==> src/rtl/serial_pkg.sv <==
// Shared definitions for the bit-serial adder: control FSM state encoding.
package serial_pkg;

    typedef enum logic [1:0] {
        IDLE  = 2'd0,
        SHIFT = 2'd1,
        DONE  = 2'd2
    } state_t;

endpackage

==> src/rtl/F_adder.sv <==
// One-bit full-adder cell, purely combinational.
module F_adder (
    output logic S,
    output logic Cout,
    input  logic A,
    input  logic B,
    input  logic Cin
);

    assign S    = A ^ B ^ Cin;
    assign Cout = (A & B) | (Cin & (A ^ B));

endmodule

==> src/rtl/serial_adder.sv <==
// Bit-serial WIDTH-bit adder: operands fed LSB-first through one full-adder cell,
// sum gathered in a shift register and published in parallel with cout on done.
module serial_adder #(
    parameter int unsigned WIDTH = 8
) (
    input  logic             clk,
    input  logic             rst_n,
    input  logic             start,
    input  logic [WIDTH-1:0] a,
    input  logic [WIDTH-1:0] b,
    input  logic             cin,
    output logic             busy,
    output logic             done,
    output logic [WIDTH-1:0] sum,
    output logic             cout
);
    import serial_pkg::*;

    localparam int unsigned CNT_W = $clog2(WIDTH + 1);

    state_t           state;
    logic [WIDTH-1:0] aSh;
    logic [WIDTH-1:0] bSh;
    logic [WIDTH-1:0] sumSh;
    logic             carry;
    logic [CNT_W-1:0] cnt;
    logic             cellSum;
    logic             cellCarry;

    F_adder uCell (
        .S    (cellSum),
        .Cout (cellCarry),
        .A    (aSh[0]),
        .B    (bSh[0]),
        .Cin  (carry)
    );

    // Control FSM with datapath; sum/cout only change on the last shift edge.
    always_ff @(posedge clk or negedge rst_n) begin
        if (!rst_n) begin
            state <= IDLE;
            aSh   <= '0;
            bSh   <= '0;
            sumSh <= '0;
            carry <= 1'b0;
            cnt   <= '0;
            busy  <= 1'b0;
            done  <= 1'b0;
            sum   <= '0;
            cout  <= 1'b0;
        end else begin
            case (state)
                IDLE, DONE: begin
                    done <= 1'b0;
                    if (start) begin
                        aSh   <= a;
                        bSh   <= b;
                        carry <= cin;
                        cnt   <= '0;
                        sumSh <= '0;
                        busy  <= 1'b1;
                        state <= SHIFT;
                    end else begin
                        state <= IDLE;
                    end
                end
                SHIFT: begin
                    sumSh <= {cellSum, sumSh[WIDTH-1:1]};
                    carry <= cellCarry;
                    aSh   <= aSh >> 1;
                    bSh   <= bSh >> 1;
                    cnt   <= cnt + CNT_W'(1);
                    if (cnt == CNT_W'(WIDTH - 1)) begin
                        sum   <= {cellSum, sumSh[WIDTH-1:1]};
                        cout  <= cellCarry;
                        busy  <= 1'b0;
                        done  <= 1'b1;
                        state <= DONE;
                    end
                end
                default: begin
                    busy  <= 1'b0;
                    done  <= 1'b0;
                    state <= IDLE;
                end
            endcase
        end
    end

endmodule

==> config.mk <==
export PLATFORM = sky130hd
export DESIGN_NAME = serial_adder
export DESIGN_NICKNAME = d
export VERILOG_FILES = /design/src/rtl/serial_pkg.sv /design/src/rtl/F_adder.sv /design/src/rtl/serial_adder.sv
export SDC_FILE = /design/constraint.sdc
export NUM_CORES = 1
export LEC_CHECK = 0
export ABC_CLOCK_PERIOD_IN_PS = 2200
export CAP_MARGIN = 25
export CELL_PAD_IN_SITES_DETAIL_PLACEMENT = 0
export CELL_PAD_IN_SITES_GLOBAL_PLACEMENT = 1
export CORE_ASPECT_RATIO = 1.5
export CORE_UTILIZATION = 40
export CTS_CLUSTER_SIZE = 24
export DETAILED_ROUTE_END_ITERATION = 8
export GPL_TIMING_DRIVEN = 0
export PLACE_DENSITY_LB_ADDON = 0.1
export SLEW_MARGIN = 20
export SYNTH_ARGS = -nofsm -noshare
export SYNTH_HDL_FRONTEND = slang
export SYNTH_HIERARCHICAL = 1
export SYNTH_SLANG_ARGS = --single-unit
==> constraint.sdc <==
create_clock -name clk -period 2.2 [get_ports clk]
set_input_delay 0.44 -clock clk [delete_from_list [all_inputs] [get_ports clk]]
set_output_delay 0.44 -clock clk [all_outputs]
set_load 0.03 [all_outputs]
==> results of run 1 <==
[logic make-up after synthesis]
logic type | after synthesis
and+or+nand+nor | 10
adders and majority gates | 2
buffers and inverters | 8
DFF | 40
AOI/OAI and AO/OA | 43
muxes | 12
[area by class of cell]
type	instances	area [µm²]
timing repair buffer	31	315
tap	45	56.3
clock buffer	7	96.3
sequential	40	1000
fill	367	1840
buffer	8	70.1
multi-input combinational	67	647
[power groups by stage]
| stage | registers (µW) | clock network [µW] | logic, µW |
|---|---|---|---|
| finish | 1270 | 518 | 1450 |
| global route | 1310 | 560 | 1590 |
| CTS | 1270 | 535 | 1480 |
| detailed placement | 1280 | 0 | 1470 |
| global placement | 1270 | 0 | 1430 |
| floorplan | 1390 | 0 | 933 |
[synthesized netlist by cell type]
| cell | instances | area, µm² |
|---|---|---|
| dfrtp_1 | 40 | 1000 |
| a22o_1 | 26 | 228 |
| a21o_1 | 16 | 120 |
| mux2_4 | 9 | 135 |
| buf_6 | 4 | 45.0 |
| buf_2 | 2 | 10.0 |
| buf_4 | 2 | 15.0 |
| mux2i_1 | 2 | 20.0 |
| nand3b_1 | 2 | 15.0 |
| and2b_4 | 1 | 10.0 |
| fa_1 | 1 | 20.0 |
| ha_1 | 1 | 12.5 |
| mux2_2 | 1 | 11.3 |
| nand4_1 | 1 | 6.26 |
| nor2_1 | 1 | 3.75 |
| nor2_8 | 1 | 20.0 |
| nor2b_1 | 1 | 6.26 |
| nor2b_4 | 1 | 13.8 |
| nor3b_2 | 1 | 12.5 |
| o21ai_0 | 1 | 5.00 |
| or2b_1 | 1 | 7.51 |
[routing by layer]
metal | up-vias | global-route usage [%]
li1 | 508 | -
met1 | 575 | 19.0
met2 | 27 | 27.2
met3 | 6 | 3.74
met4 | 0 | 6.00
met5 | - | 0
[worst reg2reg max path, delay by kind of cell (launching register included)]
family | cells | cell delay (ns)
buf+inv | 1 | 0.20
fa+ha+maj | 1 | 0.20
simple gates | 2 | 0.38
mux | 1 | 0.31
flops | 1 | 0.39
[layout by cell type, fill, tap and decap left out]
master / count
mux2_2: 1
a22o_1: 26
buf_12: 1
and2b_4: 1
nor2b_1: 1
buf_4: 2
buf_6: 4
dfrtp_1: 40
fa_1: 1
clkbuf_8: 7
a21o_1: 16
nor3b_2: 1
ha_1: 1
nor2_8: 1
mux2_4: 9
mux2i_1: 2
nor2_1: 1
or2b_1: 1
nand3b_1: 2
clkdlybuf4s50_1: 29
nand4_1: 1
o21ai_0: 1
nor2b_4: 1
buf_2: 3
[flip-flops by register name, summed over array words and instances, names as in the netlist]
signal	cells
carry	1
bSh	8
state	1
aSh	8
cout	1
sumSh	7
busy	1
done	1
sum	8
cnt	4
[through the flow]
| stage | instances | area [µm²] |
|---|---|---|
| after CTS | 198 | 2190 |
| after global placement | 190 | 2070 |
| after floorplan | 115 | 1720 |
| after detailed placement | 191 | 2090 |
| final | 198 | 2190 |
| after global routing | 198 | 2190 |
[path summary, 6_finish.rpt]
path / cells past startpoint / end / start / slack, ns
worst min-delay path: 1 / sumSh[1] / rst_n / 0.01
max in group asynchronous: 2 / bSh[7] / rst_n / 1.75
worst max register to register: 5 / cout / cnt[0] / 0.61
min in group clk: 1 / cnt[3] / cnt[3] / 0.46
worst min register to register: 1 / cnt[3] / cnt[3] / 0.46
worst max-delay path: 1 / done / done / 0.39
==> summary.md, run 1 <==
| Metric | Value |
|---|---|
| Vias/cell | 5.64 |
| CP arrival | 1.37 ns |
| NetSw | 1100 µW |
| Number of global-route vias before repair | 1116 |
| Main combinational cell family by area after synthesis | compound AO/OA/AOI/OAI gates |
| LEAKAGE | 0.00109 µW |
| Largest net degree at the start of global routing | 32 |
| Max-slew violations | 0 |
| PwrDens | between 1000 and 1500 nW/µm² |
| Met3 wire length | 129 µm |
| Number of synthesized register bits | 40 |
| Aggregate global-route resource usage | between 10% and 20% |
| Inserted Clock Buffers | 5 |
| Synth Area in Compound Gates | 20.5% |
| Sequential power share | 39.2% |
| IO buf count | 30 |
| Sw frac | 33.9% |
| Max_slew headroom | 79.4% |
| Top routing layer in use | met4 |
| Smallest hold slack | ~0.01 ns |
| Critical Path Slowest Stage Cell | clkdlybuf4s50_1 |
| RSZ-0062 raised after global routing | false |
| Post-CTS Setup Repair Bufs | 0 |
| Ratio of cells with drive above 1 in the final layout | 20.3% |
| Area grow syn2layout | 27.2% |
| Cts hold-fix bufs | 0 |
| Met1 Routed Length | roughly 1.4 mm |
| Post-synthesis sequential area ratio | about three fifths |
| CTS Buffer Depth | 2 |
| Clock group share of total power | between 10% and 20% |
| Power Total | ~3200 µW |
| Syn nets | 137 |
| Worst slew pin tran | 0.309 ns |
| DIE AREA | 4570 µm² |
| DRC violations left | 0 |
| Synth Instances | 115 |
| DR WL/cell | 15.7 µm |
| CTS clk-pin slew, worst paths | 0.07 ns |
| Routed wl met2 | about 1.5 mm |
| Drt first-iter violations | 24 |
| Ant. Diodes | 0 |
| First-pass GRT wire length | about 5.5 mm |
| Worst hold path type | input pin to async pin |
| Pre-CTS setup slack | 0.372 ns |
| Netlist cell types | 21 |
| Core Rows | 28 |
| Mapped Area | 1720 µm² |
| Antenna viol nets, final | 0 |
| Clk root buf | clkbuf_8 |
| Clk_lat worst skew | 0.29 ns |
| Post-layout minimum cycle time | approximately 1.8 ns |
| Die Span Y | 82.3 µm |
| Initial antenna violation count | 0 |
| Final Wtd Congestion | 0.681 |
| Post-Synth Adder-Cell Area | 1.89% |
| Final core occ | 54.3% |
| Pint | about 2100 µW |
| Post-synthesis xor/xnor area fraction | 0% |
| Peak VDD IR | 878 µV |
| CP max FO | 4 |
| Worst path cell trace | clkdlybuf4s50_1 |
| Core Box Area | 4030 µm² |
| Buf/Inv on CP | 1 |
| CTS tree | built |
| IO Pins | 31 |
| Crit end category | output port |
| H-tree Lvls | 2 |
| Final WL | 3.11 mm |
| Final Hold Fails | 0 |
| Yosys warning count | 6 |
| MaxCap Viol Count | 0 |
| Crit-path leading delay family | buffers and inverters |
| Maximum clock frequency | 552 MHz |
| Die X | around 56 µm |
| Avg Synthesized Cell Area | 14.9 µm² |
| Setup TNS | 0 ns |
| Startpoint Class | register |
| Slowest stage delay, CP | 0.69 ns |
| Worst Clk Skew | around 0.0030 ns |
| Req. time, crit path | roughly 1.8 ns |
| 1st-pass router iterations | 4 |
| Setup violators final | 0 |
| Status | completed |
| Final Cycle Share | 82.3% |
| Post-synthesis simple-gate area fraction | 5.54% |
| Mux cell area share after synthesis | 9.69% |
| Post-cts resize count | 0 |
| Fin nets | 175 |
| Dpl hpwl | 2.15 mm |
| Global route overflow | 0 |
| Initial Utilization | 42.6% |
| Type of the worst setup path | register to output port |
| Worst setup margin | 0.389 ns |
| CTS Sinks | 40 |
| Via count | 1116 |
| Comb power frac | 44.8% |
Power figures use the tool's default switching activity.
==> inputs of run 2 (changes only) <==
Settings changed: ABC_CLOCK_PERIOD_IN_PS 2200 to 1800.
Clock period 2.2 ns to 1.8 ns, I/O delays scaled along.
==> summary.md, run 2 (same netlist as run 1, synthesis figures left out) <==
| Metric | Value |
|---|---|
| Worst Clk Skew | 0.00300 ns (+0.0000464 ns) |
| RR Startpoint | cnt[0] |
| Launch point of the worst path | done |
| Final core occ | 54.5% (+0.25 points) |
| Crit end category | output port |
| Placed Cells | 191 (unchanged) |
| Worst path cell trace | clkdlybuf4s50_1 |
| Commonest non-fill, non-tap cell in the layout | dfrtp_1 |
| Area grow syn2layout | 27.8% |
| Max_slew headroom | 79.4% (unchanged) |
| Clk root buf | clkbuf_8 |
| Dpl hpwl | 2.15 mm (unchanged) |
| Initial Utilization | 42.6% (unchanged) |
| Post-CTS Setup Repair Bufs | 0 (unchanged) |
| Slowest stage delay, CP | 0.69 ns (about the same) |
| Aggregate global-route resource usage | 15.7% (unchanged) |
| Final Wtd Congestion | 0.681 (unchanged) |
| Ratio of cells with drive above 1 in the final layout | 20.1% (-0.13 points) |
| Worst slew pin tran | 0.309 ns (+0.000000358 ns) |
| Startpoint Class | register |
| Worst setup margin | 0.0688 ns (-0.320 ns) |
| Final Hold Fails | 0 (unchanged) |
| Critical Path Sink | done |
| Reg2Reg Setup Slack | 0.21 ns (-0.40 ns) |
| Setup violators final | 0 (unchanged) |
| DRC violations left | 0 (unchanged) |
| Crit-path leading delay family | buffers and inverters |
| CTS Buffer Depth | 2 (unchanged) |
| Die X | 55.5 µm (unchanged) |
| Drt first-iter violations | 24 (unchanged) |
| Finished Layout Cells | 199 (+0.51%) |
| IO Pins | 31 (unchanged) |
| Global route overflow | 0 (unchanged) |
| Status | completed |
| R2R cell count | 5 (unchanged) |
| H-tree Lvls | 2 (unchanged) |
| LEAKAGE | 0.00109 µW (+0.38%) |
| DIE AREA | 4570 µm² (unchanged) |
| CTS Sinks | 40 (unchanged) |
| Pre-CTS setup slack | 0.0523 ns (-0.320 ns) |
| Worst hold path type | register to register |
| Clk_lat worst skew | 0.29 ns (about the same) |
| Inserted Clock Buffers | 5 (unchanged) |
| 1st-pass router iterations | 4 (unchanged) |
| Antenna viol nets, final | 0 (unchanged) |
| Worst r2r dst | cout |
| Fin nets | 176 (+0.57%) |
| DR WL/cell | 15.7 µm (-0.28%) |
| MaxCap Viol Count | 0 (unchanged) |
| Critical Path Slowest Stage Cell | clkdlybuf4s50_1 |
| Core Rows | 28 (unchanged) |
| Post-layout minimum cycle time | 1.73 ns |
| Vias/cell | 5.63 (-0.15%) |
| Core Box Area | 4030 µm² (unchanged) |
| Type of the worst setup path | register to output port |
| Most frequent cells in the layout | dfrtp_1 (40), clkdlybuf4s50_1 (29), a22o_1 (26) |
| Ant. Diodes | 0 (unchanged) |
| Crit path depth | 1 (unchanged) |
| PwrDens | 1800 nW/µm² (+22%) |
| Largest registers | aSh: 8 flops, bSh: 8 flops, sum: 8 flops |
| First-pass GRT wire length | 5.50 mm (unchanged) |
| Maximum clock frequency | between 500 and 600 MHz |
| CP max FO | 4 (unchanged) |
| RSZ-0062 raised after global routing | false |
| Largest net degree at the start of global routing | 32 (unchanged) |
| CP arrival | 1.37 ns (about the same) |
| Fill count | 368 (+0.27%) |
| CTS tree | built |
| Req. time, crit path | 1.44 ns (-0.32 ns) |
| Number of global-route vias before repair | 1116 (unchanged) |
| IO buf count | 30 (unchanged) |
| Initial antenna violation count | 0 (unchanged) |
| Via count | 1120 (+0.36%) |
| Final Cycle Share | slightly below 100% |
| Setup TNS | 0 ns (unchanged) |
| CTS clk-pin slew, worst paths | 0.07 ns (about the same) |
| Max-slew violations | 0 (unchanged) |
| Buf/Inv on CP | 1 (unchanged) |
| Peak VDD IR | 1070 µV (+22%) |
| Smallest hold slack | 0.459 ns (+0.449 ns) |
| Die Span Y | 82.3 µm (unchanged) |
| Final WL | 3.12 mm (+0.23%) |
[run 2: changes by cell type in the layout (fill, tap and decap cells not counted)]
cell | before | now
dlygate4sd3_1 | 0 | 1
[run 2: cell type report]
| class | instances | area, µm² | share of cell area, % |
|---|---|---|---|
| plain buffers | 8 | 70.1 | 3.19 |
| flip-flops and latches | 40 | 1000 | 45.6 |
| well taps | 45 | 56.3 | 2.56 |
| repair buffers | 32 | 325 | 14.8 |
| multi-input cells | 67 | 647 | 29.5 |
| clock buffers | 7 | 96.3 | 4.39 |
[run 2: worst reg2reg max path, stage by stage (launching register included)]
cell and delay (ns):
dfrtp_1 0.39, ha_1 0.20, nand3b_1 0.16, nor3b_2 0.22, buf_6 0.20, mux2_4 0.31
[run 2: how the worst min path moves through the flow]
stage	slack [ns]	depth (start not counted)	to	startpoint
after floorplan	0.06	0	aSh[0]	rst_n
after global placement	0.45	1	cnt[3]	cnt[3]
after detailed placement	0.25	1	sum[1]	rst_n
after CTS	0.47	2	cnt[0]	rst_n
after global routing	0.48	2	sum[1]	rst_n
final	0.46	1	cnt[3]	cnt[3]
[run 2: repair_timing]
action / CTS / global route
hold endpoints to repair: 9 / 0
gates resized for setup: 0 / 0
hold buffers: 1 / 0
[run 2: routing by layer]
metal	vias to the layer above	GRT usage [%]	part of all wire (%)
li1	510	-	-
met1	577	19.0	46
met2	27	27.2	48
met3	6	3.74	4.1
met4	0	6.00	1.7
met5	-	0	0
[run 2: per-stage QoR]
stage / area (µm²) / total power, µW
6_report: 2200 / 3950
5_1_grt: 2200 / 4230
4_1_cts: 2200 / 4010
3_5_place_dp: 2090 / 3360
3_3_place_gp: 2070 / 3300
2_1_floorplan: 1720 / 2840
[run 2: where the power goes]
group	switching, µW	internal, µW	leakage [µW]
sequential	255	1290	0.000506
clock	292	341	0.0000503
combinational	792	979	0.000535
total	1340	2610	0.00109
